$ cat src/rtl/inv_mix_columns_seq.sv
// rtl/inv_mix_columns_seq.sv - iterative AES InvMixColumns engine with valid/ready handshake
//
// Takes one 128-bit AES state, multiplies each 32-bit column by the inverse
// MixColumns matrix over GF(2^8), COLS_PER_CYCLE columns per clock, and holds
// the result until downstream accepts it.
//
// Ports:
//   clk        single clock, rising edge
//   rst_n      asynchronous active-low reset
//   in         state in; byte k = in[8k +: 8], column c = bytes 4c..4c+3
//   in_valid   in is valid (sampled only in IDLE)
//   in_ready   high in IDLE
//   out        InvMixColumns result, same layout as in
//   out_valid  high in DONE
//   out_ready  downstream accepts out (sampled only in DONE)
//   busy       high in BUSY
`timescale 1ns/1ps

module inv_mix_columns_seq #(
  parameter int COLS_PER_CYCLE = 1
) (
  input  logic         clk,
  input  logic         rst_n,
  input  logic [0:127] in,
  input  logic         in_valid,
  output logic         in_ready,
  output logic [0:127] out,
  output logic         out_valid,
  input  logic         out_ready,
  output logic         busy
);

  if (COLS_PER_CYCLE != 1 && COLS_PER_CYCLE != 2 && COLS_PER_CYCLE != 4) begin : g_bad_cols
    $error("inv_mix_columns_seq: COLS_PER_CYCLE must be 1, 2 or 4");
  end

  // STEP truncates 4 to 0, so with four columns per clock the counter stays at 0
  // and the single BUSY edge is also the last one.
  localparam logic [1:0] STEP     = 2'(COLS_PER_CYCLE);
  localparam logic [1:0] LAST_CNT = 2'(4 - COLS_PER_CYCLE);

  typedef enum logic [1:0] {
    IDLE = 2'd0,
    BUSY = 2'd1,
    DONE = 2'd2
  } state_t;

  state_t       state_q, state_d;
  logic [1:0]   cnt_q, cnt_d;
  logic [0:127] work_q, work_d;
  logic [0:127] out_q, out_d;

  function automatic logic [7:0] xtime(input logic [7:0] b);
    return {b[6:0], 1'b0} ^ (b[7] ? 8'h1b : 8'h00);
  endfunction

  // Products by 09/0b/0d/0e are sums of the x2/x4/x8 xtime chain.
  function automatic logic [31:0] inv_mix_col(input logic [31:0] c);
    logic [7:0] a  [4];
    logic [7:0] x2 [4];
    logic [7:0] x4 [4];
    logic [7:0] x8 [4];
    logic [7:0] m9 [4];
    logic [7:0] mb [4];
    logic [7:0] md [4];
    logic [7:0] me [4];
    for (int i = 0; i < 4; i++) begin
      a[i]  = c[31-8*i -: 8];
      x2[i] = xtime(a[i]);
      x4[i] = xtime(x2[i]);
      x8[i] = xtime(x4[i]);
      m9[i] = x8[i] ^ a[i];
      mb[i] = x8[i] ^ x2[i] ^ a[i];
      md[i] = x8[i] ^ x4[i] ^ a[i];
      me[i] = x8[i] ^ x4[i] ^ x2[i];
    end
    return {me[0] ^ mb[1] ^ md[2] ^ m9[3],
            m9[0] ^ me[1] ^ mb[2] ^ md[3],
            md[0] ^ m9[1] ^ me[2] ^ mb[3],
            mb[0] ^ md[1] ^ m9[2] ^ me[3]};
  endfunction

  // One column unit per lane; lane j works on column cnt_q + j.
  logic [1:0]  col_idx [COLS_PER_CYCLE];
  logic [31:0] col_a   [COLS_PER_CYCLE];
  logic [31:0] col_r   [COLS_PER_CYCLE];

  for (genvar j = 0; j < COLS_PER_CYCLE; j++) begin : g_lane
    assign col_idx[j] = cnt_q + 2'(j);
    assign col_a[j]   = work_q[{col_idx[j], 5'b0} +: 32];
    assign col_r[j]   = inv_mix_col(col_a[j]);
  end

  always_comb begin
    state_d   = state_q;
    cnt_d     = cnt_q;
    work_d    = work_q;
    out_d     = out_q;
    in_ready  = 1'b0;
    out_valid = 1'b0;
    busy      = 1'b0;
    case (state_q)
      IDLE: begin
        in_ready = 1'b1;
        if (in_valid) begin
          work_d  = in;
          cnt_d   = 2'd0;
          state_d = BUSY;
        end
      end
      BUSY: begin
        busy = 1'b1;
        for (int j = 0; j < COLS_PER_CYCLE; j++) begin
          work_d[{col_idx[j], 5'b0} +: 32] = col_r[j];
        end
        cnt_d = cnt_q + STEP;
        if (cnt_q == LAST_CNT) begin
          // Result register is loaded only here, so out holds steady in IDLE/DONE.
          out_d   = work_d;
          state_d = DONE;
        end
      end
      DONE: begin
        out_valid = 1'b1;
        if (out_ready) begin
          state_d = IDLE;
        end
      end
      default: begin
        state_d = IDLE;
      end
    endcase
  end

  always_ff @(posedge clk or negedge rst_n) begin
    if (!rst_n) begin
      state_q <= IDLE;
      cnt_q   <= 2'd0;
      work_q  <= '0;
      out_q   <= '0;
    end else begin
      state_q <= state_d;
      cnt_q   <= cnt_d;
      work_q  <= work_d;
      out_q   <= out_d;
    end
  end

  assign out = out_q;

endmodule

$ cat config.mk
export PLATFORM = sky130hd
export DESIGN_NAME = inv_mix_columns_seq
export DESIGN_NICKNAME = d
export VERILOG_FILES = /design/src/rtl/inv_mix_columns_seq.sv
export SDC_FILE = /design/constraint.sdc
export NUM_CORES = 1
export LEC_CHECK = 0
export CAP_MARGIN = 5
export CORE_MARGIN = 3
export CORE_UTILIZATION = 45
export CTS_BUF_LIST = sky130_fd_sc_hd__clkbuf_16
export CTS_CLUSTER_SIZE = 30
export DETAILED_ROUTE_END_ITERATION = 16
export GPL_TIMING_DRIVEN = 0
export PLACE_DENSITY_LB_ADDON = 0.05
export SLEW_MARGIN = 25
export SYNTH_ARGS = -nofsm -noshare
export SYNTH_HDL_FRONTEND = slang
export SYNTH_SLANG_ARGS = --single-unit
$ cat constraint.sdc
create_clock -name clk -period 9.05 [get_ports clk]
set_input_delay 1.81 -clock clk [delete_from_list [all_inputs] [get_ports clk]]
set_output_delay 1.81 -clock clk [all_outputs]
set_load 0.1 [all_outputs]
Yosys cells after proc, flatten, opt, wreduce, memory -nomap -nowiden
Cells that the tools add are included.
Word-level totals
  bits in registers: 260
  input port bits: 132
  output and inout port bits: 131
  logic and storage cells: 93
Operators by class
  add/sub/neg operators: 2
  eq/ne operators: 6
  shift-type cells: 3
  multiplexer cells: 24
  bitwise logic cells: 49
  reductions and logical operators: 5
Operators with widths (count)
  $xor A8 B8 Y8: 36
  $pmux W128 S2: 1
  $shift A129 B9 Y128 const A: 1
  $shiftx A128 B8 Y129: 1
  $shiftx A129 B9 Y128: 1
  $bwmux W128: 1
  $mux W128: 1
  $xor A8 B5 Y8: 12
  $mux W5: 12
  $neg A8 Y9: 1
  $mux W2: 4
  $not A7 Y8: 1
  $ne A2 B2 Y1 const B: 3
  $pmux W2 S3: 1
  $eq A2 B2 Y1 const B: 2
  $pmux W2 S2: 1
  $reduce_and A2 Y1: 2
  $mux W1: 3
  $reduce_and A3 Y1: 1
  $add A2 B1 Y2 const B: 1
  $eq A2 B1 Y1 const B: 1
  $logic_not A2 Y1: 1
  $reduce_bool A2 Y1: 1

Logic depth before layout (Yosys ltp)
  depth after elaboration: 16
  gate-level depth with buffers: 11
  mapped depth without buffers: 7

Worst setup path before layout
Ideal clock, no wire load.
  path type: flip-flop to output port
  start point: register state_q[1]
  end point: output port busy
  arrival: 2.098 ns
  data required time: 7.240 ns
  setup slack: 5.142 ns
  cell stages (with the launch flop): 6
  path buffers: 3
  cells stage by stage: dfrtp_1 nand2b_1 clkbuf_1 inv_2 clkbuf_1 clkbuf_1
On the way
  longest elaborated chain between the ends: 2
RTL lines
  start, declared: line 48  | state_t state_q, state_d;
  start signal, assigned: line 142  | state_q <= state_d;
  $eq A2 B1 Y1: line 102  | case (state_q)
  $mux W1: line 102
  end, declared: line 30  | output logic busy
No other way between the ends.

Worst setup path after layout
Ends and elaborated chain as after synthesis.

==> out/qor.txt <==
status: complete, no violations
post-synth top area share: 0.443
nets@finish: 1927
Syn Inst Count: 1494
Most used DFF post-synth: dfrtp_1
cell total after placement: 2195
Setup WS post-layout: 3.23 ns
vias per inst: 5.94
worst reg2reg startpoint: cnt_q[1]$_DFFE_PN0P_
Distinct cells, synth: 42
CP max-delay cell: clkdlybuf4s50_1
worst hold path type: flop to flop
crit end category: output pin
endpoints failing setup: 0
critical path's top delay family: buffers and inverters
final WL: 58300 um
CTS tree: yes
PostCTS Resize Cnt: 0
Row Count: 65
ys async rst share: 1.00
Worst Path Max Fanout: 10
Slew Viols, Final: 0
worst path required time: 7.24 ns
Total GRT Usage: 0.327
TritonCTS buffer count: 29
Worst Path Buf+Inv: 5
fin crit period: 5.82 ns
H-tree Lvls: 1
synthesized area: 14700 sq um
r2r setup slk: 4.40 ns
final hold viol count: 0
placer congestion estimate: 0.976
count leader, synth: nand2_1
largest net degree at the start of global routing: 90
Ant. Diodes: 0
slew at the pin with the worst max-slew slack: 1.14 ns
WL per Instance: 25.9 um
synth top area cells: dfrtp_1, nand2_1, xnor3_1, xnor2_1, mux4_2
DRC Markers: 0
clk_skew: 0.0214 ns
crit path kind: flop to output pin
number of global-route vias before repair: 13300
top cells by count, synth: nand2_1, dfrtp_1, nor2_1
Detailed Routing Iterations Pass 1: 6
final worst-path cycle share: 0.643
initial antenna violation count: 1
highest clock rate: 172 MHz
Rel. slew slack: 0.234
initial core utilization: 0.461
input/output buffers: 262
Final HPWL DP: 43600 um
Post-CTS Repair Setup Buffers: 0
syn_nets: 1630
syn avg cell area: 9.84 sq um
CORE AREA: 31900 sq um
die area: 34900 sq um
Startpoint Class: flop
CTS clk-pin slew, worst paths: 0.07 ns
number of flops mapped to enable cells by yosys: 0
sequential cell area fraction in the yosys report: 0.443
final core occ: 0.593
ANT nets after route: 0
Synth Warn #: 0
die width: 187 um
# hold bufs at CTS: 0
RSZ-0062 raised after global routing: no
clk sink count: 260
total grt overflow: 0
die height: 187 um
P&R area growth vs syn: 28.7%
Synth Register Bits: 260
Min Hold Slack: 0.470 ns
Root Buffer: clkbuf_16
slowest stage delay, CP: 1.27 ns
first-pass GRT wire length: 86800 um
crit-path cells: nand2b_1 > clkbuf_1 > inv_2 > clkbuf_1 > clkbuf_1 > clkdlybuf4s50_1
Fill cells: 2857
Yosys top cell by area: dfrtp_1
Finished Layout Cells: 2248
Iter 0 DRT Violations: 1434
maxcap violations: 0
Critical path origin: state_q[1]$_DFFE_PN0P_
total number of vias: 13400
worst skew pair latency: 0.58 ns
Most common cell on crit path: clkbuf_1
Ports: 263
Post-Place Worst Slack: 3.90 ns
layout cells sized above 1: 0.0712
worst hold path startpoint: out[71]$_DFFE_PN0P_
CTS Buffer Depth: 3
CP arrival: 4.01 ns
final timing paths:
check | end | depth (start not counted)
max | busy | 6
min | out[71]$_DFFE_PN0P_ | 2
max reg2reg | out[38]$_DFFE_PN0P_ | 11
min reg2reg | out[71]$_DFFE_PN0P_ | 2
max in group asynchronous | out[88]$_DFFE_PN0P_ | 3
min in group asynchronous | work_q[44]$_DFFE_PN0P_ | 1
final cells by class:
| class | count | area [sq um] | share of cell area |
|---|---|---|---|
| multi-input combinational | 1086 | 7590 | 0.401 |
| timing repair buffer | 266 | 2720 | 0.144 |
| sequential | 260 | 6510 | 0.344 |
| inverter | 41 | 154 | 0.00813 |
| clock buffer | 29 | 726 | 0.0384 |
| buffer | 107 | 474 | 0.0251 |
| tap | 435 | 544 | 0.0288 |
| clock inverter | 24 | 208 | 0.0110 |
logic make-up (layout without fill, tap and decap cells):
family | count (synthesis) | count (layout) | share of synthesized area
xor gates and xnor gates | 180 | 180 | 0.167
DFF | 260 | 260 | 0.443
and+or+nand+nor | 493 | 493 | 0.136
adders and majority gates | 4 | 4 | 0.00341
muxes | 33 | 33 | 0.0505
buffers and inverters | 148 | 467 | 0.0427
AOI/OAI and AO/OA | 376 | 376 | 0.157
state kept, by name (all words and copies together) (netlist names):
signal and cells:
out 128, work_q 128, cnt_q 2, state_q 2
metrics by stage:
step | setup TNS [ns] | cell area (sq um)
floorplan | 0 | 14700
global placement | -1418.28 | 17900
detailed placement | 0 | 18000
CTS | 0 | 18900
global route | 0 | 18900
finish | 0 | 18900
layer usage:
metal / GRT usage / wire [um] / up-vias
li1: - / - / 5790
met4: 0.101 / 2160 / 0
met5: 0 / 0 / -
met2: 0.508 / 26300 / 852
met3: 0.0586 / 5620 / 122
met1: 0.472 / 24200 / 6591
cell usage in the layout (no fill, tap or decap), types with 12 or more instances in the layout:
cell	count
nand2_1	309
clkdlybuf4s50_1	261
dfrtp_1	260
nor2_1	118
o21ai_0	95
a21oi_1	86
clkbuf_1	82
xnor2_1	78
a31oi_1	71
and3_1	51
inv_1	41
a22oi_1	41
xnor3_1	40
o22ai_1	31
mux4_2	29
clkbuf_16	29
xor2_1	27
xnor2_2	18
a2bb2oi_1	12
tightest hold or removal path: stages (launching register included):
cell and delay (ns):
dfrtp_1 0.34, nand2_1 0.05, nand2_1 0.05
Power is left out: the tool's default activity adds up to more than one toggle a clock period on the data nets, which glitch-free logic cannot reach.
